<file path="src/rtl/charge_countdown_timer.sv">
// -----------------------------------------------------------------------------
// charge_countdown_timer
//
// Session countdown timer for the charging station. A purchased duration is
// loaded in BCD M:SS and counted down to 0:00. One second elapses for every
// TICKS_PER_SEC pulses of Tick. When the count reaches zero the timer raises
// Expired, which stays high until the next valid Load or Reset, and pulses
// Done for one cycle, so the charger controller can cut power.
//
// Parameters
//   TICKS_PER_SEC  Tick pulses per decremented second (>= 1)
//
// Ports
//   Clk            in   1   system clock, rising edge
//   Reset          in   1   synchronous, active-high reset
//   Load           in   1   strobe: latch LoadTime
//   LoadTime       in   12  BCD M:SS ([11:8] min 0-9, [7:4] tens 0-5, [3:0] sec 0-9)
//   Start          in   1   strobe: begin/resume countdown
//   Pause          in   1   strobe: halt countdown, hold value
//   Tick           in   1   time-base strobe
//   RemainingTime  out  12  BCD M:SS remaining (registered)
//   Running        out  1   high while counting
//   Expired        out  1   high once the countdown has reached 0:00
//   Done           out  1   one-cycle pulse when the countdown reaches 0:00
//   LoadError      out  1   one-cycle pulse when LoadTime was rejected
//
// Per-cycle priority: Reset > Load > Pause > Start > Tick.
// -----------------------------------------------------------------------------
module charge_countdown_timer #(
  parameter int unsigned TICKS_PER_SEC = 1
) (
  input  logic        Clk,
  input  logic        Reset,
  input  logic        Load,
  input  logic [11:0] LoadTime,
  input  logic        Start,
  input  logic        Pause,
  input  logic        Tick,
  output logic [11:0] RemainingTime,
  output logic        Running,
  output logic        Expired,
  output logic        Done,
  output logic        LoadError
);

  localparam int unsigned PW = (TICKS_PER_SEC > 1) ? $clog2(TICKS_PER_SEC) : 1;
  localparam logic [PW-1:0] PRE_LAST = PW'(TICKS_PER_SEC - 1);

  typedef enum logic [2:0] {
    ST_IDLE    = 3'd0,
    ST_LOADED  = 3'd1,
    ST_RUNNING = 3'd2,
    ST_PAUSED  = 3'd3,
    ST_EXPIRED = 3'd4
  } state_t;

  state_t        state_q;
  logic [11:0]   time_q;
  logic [PW-1:0] pre_q;
  logic          running_q;
  logic          expired_q;
  logic          done_q;
  logic          load_error_q;

  logic          load_valid;
  logic [11:0]   dec_d;

  // Load validation and one-second BCD decrement of the current count.
  always_comb begin
    load_valid = (LoadTime[11:8] <= 4'd9) && (LoadTime[7:4] <= 4'd5) &&
                 (LoadTime[3:0] <= 4'd9);
    dec_d = 12'h000;
    if (time_q[3:0] != 4'd0) begin
      dec_d = {time_q[11:4], time_q[3:0] - 4'd1};
    end else if (time_q[7:4] != 4'd0) begin
      dec_d = {time_q[11:8], time_q[7:4] - 4'd1, 4'd9};
    end else if (time_q[11:8] != 4'd0) begin
      dec_d = {time_q[11:8] - 4'd1, 4'd5, 4'd9};
    end
    // 0:00 stays 0:00; never wraps below zero.
  end

  always_ff @(posedge Clk) begin
    if (Reset) begin
      state_q      <= ST_IDLE;
      time_q       <= 12'h000;
      pre_q        <= '0;
      running_q    <= 1'b0;
      expired_q    <= 1'b0;
      done_q       <= 1'b0;
      load_error_q <= 1'b0;
    end else begin
      done_q       <= 1'b0;
      load_error_q <= 1'b0;
      if (Load) begin
        // A Load always consumes the cycle, so a coincident Tick is dropped.
        if (!load_valid) begin
          load_error_q <= 1'b1;
        end else begin
          time_q    <= LoadTime;
          pre_q     <= '0;
          running_q <= 1'b0;
          expired_q <= 1'b0;
          state_q   <= (LoadTime == 12'h000) ? ST_IDLE : ST_LOADED;
        end
      end else if (Pause) begin
        // Prescaler is deliberately kept so a resumed second is not lengthened.
        if (state_q == ST_RUNNING) begin
          state_q   <= ST_PAUSED;
          running_q <= 1'b0;
        end
      end else if (Start) begin
        if (state_q == ST_LOADED || state_q == ST_PAUSED) begin
          state_q   <= ST_RUNNING;
          running_q <= 1'b1;
        end
      end else if (Tick && state_q == ST_RUNNING) begin
        if (pre_q == PRE_LAST) begin
          pre_q  <= '0;
          time_q <= dec_d;
          if (dec_d == 12'h000) begin
            state_q   <= ST_EXPIRED;
            running_q <= 1'b0;
            expired_q <= 1'b1;
            done_q    <= 1'b1;
          end
        end else begin
          pre_q <= pre_q + 1'b1;
        end
      end
    end
  end

  assign RemainingTime = time_q;
  assign Running       = running_q;
  assign Expired       = expired_q;
  assign Done          = done_q;
  assign LoadError     = load_error_q;

endmodule

</file>
<file path="config.mk">
export PLATFORM = sky130hd
export DESIGN_NAME = charge_countdown_timer
export DESIGN_NICKNAME = d
export VERILOG_FILES = /design/src/rtl/charge_countdown_timer.sv
export SDC_FILE = /design/constraint.sdc
export NUM_CORES = 1
export LEC_CHECK = 0
export ABC_AREA = 1
export BUFFER_PORTS_ARGS = -buffer_cell sky130_fd_sc_hd__buf_4
export CAP_MARGIN = 20
export CORE_MARGIN = 3
export CORE_UTILIZATION = 52
export CTS_CLUSTER_DIAMETER = 200
export DETAILED_ROUTE_END_ITERATION = 7
export PLACE_DENSITY_LB_ADDON = 0.3
export SLEW_MARGIN = 20
export SYNTH_ARGS = -nofsm -noshare
export SYNTH_HDL_FRONTEND = slang
export SYNTH_SLANG_ARGS = --single-unit
</file>
<file path="constraint.sdc">
create_clock -name Clk -period 2.05 [get_ports Clk]
set_input_delay 0.41 -clock Clk [delete_from_list [all_inputs] [get_ports Clk]]
set_output_delay 0.41 -clock Clk [all_outputs]
set_load 0.03 [all_outputs]
</file>
==> metrics.txt, run 1 <==
outcome=finished clean; row cnt=17; worst hold stages=2; WL final=3350 um; worst slew pin tran=0.307 ns; Total GRT Usage=0.226; via count=1443; DR DRC count=0; area grow syn2layout=23.0%; Post-CTS Hold Buffers=0; die extent in x=56.0 um; maximum VDD drop=0.526 mV; Cell Pwr Density=681 mW/mm^2; post-DR wirelength/cell=12.5 um; crit path kind=register to register; Slew headroom=0.795; vias per inst=5.38; Critical Path AT=2.05 ns; share of layout cells above drive strength 1=0.254; Final Skew=0.00333 ns; worst-path maximum fanout=6; Final Hold Fails=0; Detailed Routing Iterations Pass 1=4; pre-CTS WS=0.242 ns; largest net degree at the start of global routing=18; Clock Path Buffers=2; maximum capacitance violations=0; worst skew pair latency=0.31 ns; Seq/Total Area, Yosys=0.293; Antenna Cells=0; Hold Slack=0.343 ns; initial antenna violation count=0; die height=56.0 um; CTS tree=done; Worst R2R End=state_q[1]; Leak=0.772 nW; Num Clock Sinks=19; crit-path cells=nor2_1 > nand2_2 > clkinv_2 > nand2_2 > nand2_1 > nand2_1 > nor2_1 > nand2_1 > nor2_2 > nand3_2 > a21boi_1 > nor2_1; Avg Cell Area, Syn=6.27 sq um; CP required=2.26 ns; global placer's final weighted congestion=0.950; RSZ-0062 raised after global routing=no; first-pass GRT wire length=5730 um; crit end category=register; Layout Utilization=0.696; Yosys warnings=0; H-tree depth=1; Resized cells post-CTS=0; Cell variety after synth=31; CTS clock-pin slew for the worst setup and hold paths=0.12 ns; setup ws final=0.217 ns; hold_sp=Reset; Syn Nets=225; Post-Syn Area=0.00130 sq mm; die area=0.00313 sq mm; Initial Util=0.565; Reg2Reg Depth=12; IO Pins=34; CP max stage delay=0.37 ns; Final Cycle Share=0.894; slowest stage cell, crit path=dfxtp_1; core area=0.00230 sq mm; DRT iter0 DRCs=34; reg-to-reg startpoint=RemainingTime[7]; CTS buffer count=3; nets=259; fin crit period=1.83 ns; crit start category=register; Final ANT Viol Nets=0; Post-CTS Setup Bufs=0; Port Buffers=33; grt ovf=0; R2R setup slack=0.22 ns; cells after synthesis=207; Root Buffer=clkbuf_4; Max Clk Rate=0.546 GHz; Slew Limit Fails=0; worst hold path class=input port to register; Setup-failing EPs final=0; Seq cells post-synth=19; Hold Path End=RemainingTime[4]; total negative slack=0 ns; vias in the first global route=1298; post-DP HPWL=2620 um
==> layout make-up <==
type	instances	area [sq um]
clock inverter	1	5.00
inverter	25	100
fill	221	699
tap	28	35.0
timing repair buffer	35	263
sequential	19	380
clock buffer	3	22.5
multi-input combinational	157	792
==> critical path: cells and delay by family (launching register included) <==
family	cells	cell delay, ns
AOI/OAI and AO/OA	1	0.17
and+or+nand+nor	10	1.09
DFF	1	0.37
buffers and inverters	1	0.10
==> metrics by stage <==
stage / instance area, sq um / power [mW] / instances
finish: 1600 / 1.09 / 268
global route: 1600 / 1.17 / 268
CTS: 1600 / 1.09 / 268
detailed placement: 1570 / 0.890 / 264
global placement: 1570 / 0.885 / 264
floorplan: 1300 / 0.764 / 207
==> cell usage after synthesis <==
master,count,area [sq um]
a21oi_1,18,90.1
a21boi_1,1,7.51
o21ai_0,18,90.1
clkinv_4,1,8.76
nor2_1,20,75.1
a32oi_1,1,8.76
buf_2,3,15.0
nor2_2,5,31.3
a31oi_1,3,18.8
inv_1,21,78.8
o211ai_1,2,15.0
nand3_1,12,60.1
inv_2,1,3.75
or2_2,1,6.26
clkinv_2,1,5.00
nor3_1,1,5.00
clkbuf_1,3,11.3
a21oi_2,2,17.5
o21a_1,1,7.51
nor4_1,3,18.8
a221oi_1,1,8.76
clkinv_1,1,3.75
nand3_2,2,20.0
nand2_1,52,195
nand4_1,3,18.8
nor2_4,3,33.8
dfxtp_1,19,380
nand2_2,4,25.0
o21ai_1,2,10.0
nand2_4,1,11.3
nand3_4,1,17.5
==> power by group <==
part | switching [mW] | internal [mW] | leakage, nW
combinational | 0.296 | 0.165 | 0.599
clock | 0.130 | 0.0730 | 0.0177
sequential | 0.0297 | 0.395 | 0.156
total | 0.455 | 0.633 | 0.772
==> worst max path at each step <==
stage,from,endpoint,slack [ns],cells past startpoint
4_1_cts,RemainingTime[0],state_q[1],0.23,10
6_report,RemainingTime[7],state_q[1],0.22,12
2_1_floorplan,RemainingTime[0],state_q[0],0.34,11
3_3_place_gp,Load,state_q[1],0.25,10
3_5_place_dp,Load,state_q[1],0.24,10
5_1_grt,RemainingTime[0],state_q[1],0.05,11
==> metal layers <==
layer  GRT usage  wire, um  share of wire
met5           0         0              0
met2       0.354      1470           0.44
met4       0.102        76          0.023
met1       0.310      1620           0.48
met3      0.0278       189          0.056
==> registers in the layout (all words and copies together) (netlist names) <==
| register | cells |
|---|---|
| Expired | 1 |
| Running | 1 |
| LoadError | 1 |
| RemainingTime | 12 |
| Done | 1 |
| state_q | 3 |
==> logic make-up after synthesis <==
family / Yosys count / share of synthesized area
AO/OA/AOI/OAI: 49 / 0.211
flip-flops: 19 / 0.293
buffers and inverters: 31 / 0.0973
AND/OR/NAND/NOR: 108 / 0.399
==> placed cells by master, fill, tap and decap left out, drive strengths merged <==
master / netlist / layout
a21boi: 1 / 1
a21oi: 20 / 20
a221oi: 1 / 1
a31oi: 3 / 3
a32oi: 1 / 1
buf: 3 / 35
clkbuf: 3 / 3
clkinv: 3 / 4
dfxtp: 19 / 19
inv: 22 / 22
nand2: 57 / 57
nand3: 15 / 15
nand4: 3 / 3
nor2: 28 / 28
nor3: 1 / 1
nor4: 3 / 3
o211ai: 2 / 2
o21a: 1 / 1
o21ai: 20 / 20
or2: 1 / 1
Power figures use the tool's default switching activity.
==> inputs of run 2 (changes only) <==
RECOVER_POWER = 50   (was not set)
REMOVE_ABC_BUFFERS = 1   (was not set)
==> run 2 against run 1 <==
Compared with the run above:
- first-iteration DRC count grew to 3.1 times the previous value
- sequential power hardly changed
- via count is 3.6% higher
- critical path type unchanged
- non-clock buffer count is 1 higher
- sequential share of layout area is 0.75 points higher
==> metrics.txt, run 2 (synthesized netlist as in run 1, its figures left out) <==
slowest stage cell, crit path=dfxtp_1; Max Clk Rate=0.567 GHz; max reg flops=12; H-tree depth=1; Final ANT Viol Nets=0; Reg2Reg Depth=11; initial antenna violation count=0; largest net degree at the start of global routing=18; hold_sp=Reset; maximum capacitance violations=0; CP max stage delay=0.49 ns; CTS buffer count=3; post-DP HPWL=2610 um; area grow syn2layout=19.3%; die area=0.00313 sq mm; total negative slack=0 ns; worst hold stages=2; via count=1495; Root Buffer=clkbuf_4; first-pass GRT wire length=5690 um; Cell Pwr Density=687 mW/mm^2; Final Skew=0.00116 ns; Setup-failing EPs final=0; CTS tree=done; Port Buffers=33; WL final=3350 um; crit-path cells=nor2_4 > nand2_4 > clkinv_4 > nand2_1 > nand2_1 > a21oi_2 > nand2_1 > nor2_2 > nand3_2 > a21oi_1 > nor2_1; maximum VDD drop=0.417 mV; most common cell after layout, fill and taps aside=nand2_1; fin crit period=1.76 ns; Detailed Routing Iterations Pass 1=4; Antenna Cells=0; Leak=0.714 nW; Post-CTS Setup Bufs=0; Overall Power=1.06 mW; crit path kind=register to register; Final Cycle Share=0.860; post-DR wirelength/cell=12.5 um; worst hold path class=input port to register; RSZ-0062 raised after global routing=no; CTS clock-pin slew for the worst setup and hold paths=0.11 ns; Slew headroom=0.750; global placer's final weighted congestion=0.912; Critical Path AT=1.97 ns; row cnt=17; worst-path maximum fanout=8; Clock Path Buffers=2; Num Clock Sinks=19; Post-CTS Hold Buffers=0; DRT iter0 DRCs=104; core area=0.00230 sq mm; R2R setup slack=0.29 ns; reg-to-reg startpoint=RemainingTime[0]; Total GRT Usage=0.218; Fillers=223; outcome=finished clean; Worst R2R End=state_q[0]; worst slew pin tran=0.377 ns; crit start category=register; CP required=2.26 ns; crit end category=register; most used cell, CP=nand2_1; Initial Util=0.565; most frequent cells in the layout=nand2_1, inv_1, nor2_1, buf_4, dfxtp_1; Final Hold Fails=0; grt ovf=0; vias in the first global route=1344; DR DRC count=0; Resized cells post-CTS=0; Hold Path End=RemainingTime[3]; IO Pins=34; Crit path buffers/inverters=1; worst skew pair latency=0.30 ns; share of layout cells above drive strength 1=0.195; vias per inst=5.56; die height=56.0 um; CP delay by family, top=simple AND/OR/NAND/NOR gates; nets=260; Slew Limit Fails=0; die extent in x=56.0 um
==> run 2: cell count changes in the layout (fill, tap and decap cells not counted), sizes merged <==
| cell | before | now |
|---|---|---|
| clkbuf | 3 | 19 |
| buf | 35 | 20 |
==> run 2: power by group <==
group	total, mW	switching (mW)	internal [mW]
Clock	0.193	0.121	0.0727
Combinational	0.448	0.296	0.152
Sequential	0.423	0.0287	0.395
Total	1.06	0.446	0.619
==> run 2: final cells by class <==
type                       instances  area, sq um  share of cell area
inverter                          25          100              0.0646
sequential                        19          380               0.246
multi-input combinational        157          792               0.511
clock buffer                       3         22.5              0.0145
timing repair buffer              36          214               0.138
clock inverter                     1         5.00             0.00323
tap                               28         35.0              0.0226
==> run 2: metal layers <==
metal | track usage | up-vias | wire (um)
met1 | 0.278 | 663 | 1410
met2 | 0.386 | 68 | 1640
met4 | 0.0508 | 0 | 37
li1 | - | 759 | -
met3 | 0.0302 | 5 | 264
met5 | 0 | - | 0
==> run 2: stage by stage <==
stage / hold WS [ns] / utilization / area (sq um) / std cells / worst slack [ns]
5_1_grt: 0.347 / 0.674 / 1550 / 269 / 0.0639
3_3_place_gp: 0.460 / 0.687 / 1580 / 265 / 0.282
6_report: 0.359 / 0.674 / 1550 / 269 / 0.287
2_1_floorplan: 0.461 / - / 1270 / 201 / 0.345
3_5_place_dp: 0.465 / 0.687 / 1580 / 265 / 0.266
4_1_cts: 0.350 / 0.699 / 1610 / 269 / 0.311
==> run 2: worst reg2reg max path, stage by stage (launching register included) <==
cell and delay, ns:
dfxtp_1 0.49, nor2_4 0.11, nand2_4 0.14, clkinv_4 0.11, nand2_1 0.08, nand2_1 0.07
a21oi_2 0.11, nand2_1 0.08, nor2_2 0.13, nand3_2 0.14, a21oi_1 0.17, nor2_1 0.06
==> run 2: how the worst max path moves through the flow <==
stage,startpoint,endpoint,slack (ns),depth (start not counted)
detailed placement,Load,state_q[0],0.27,10
global placement,Load,state_q[1],0.28,10
finish,RemainingTime[0],state_q[0],0.29,11
global route,RemainingTime[0],state_q[0],0.06,11
CTS,RemainingTime[0],state_q[0],0.31,11
floorplan,RemainingTime[0],state_q[0],0.34,11
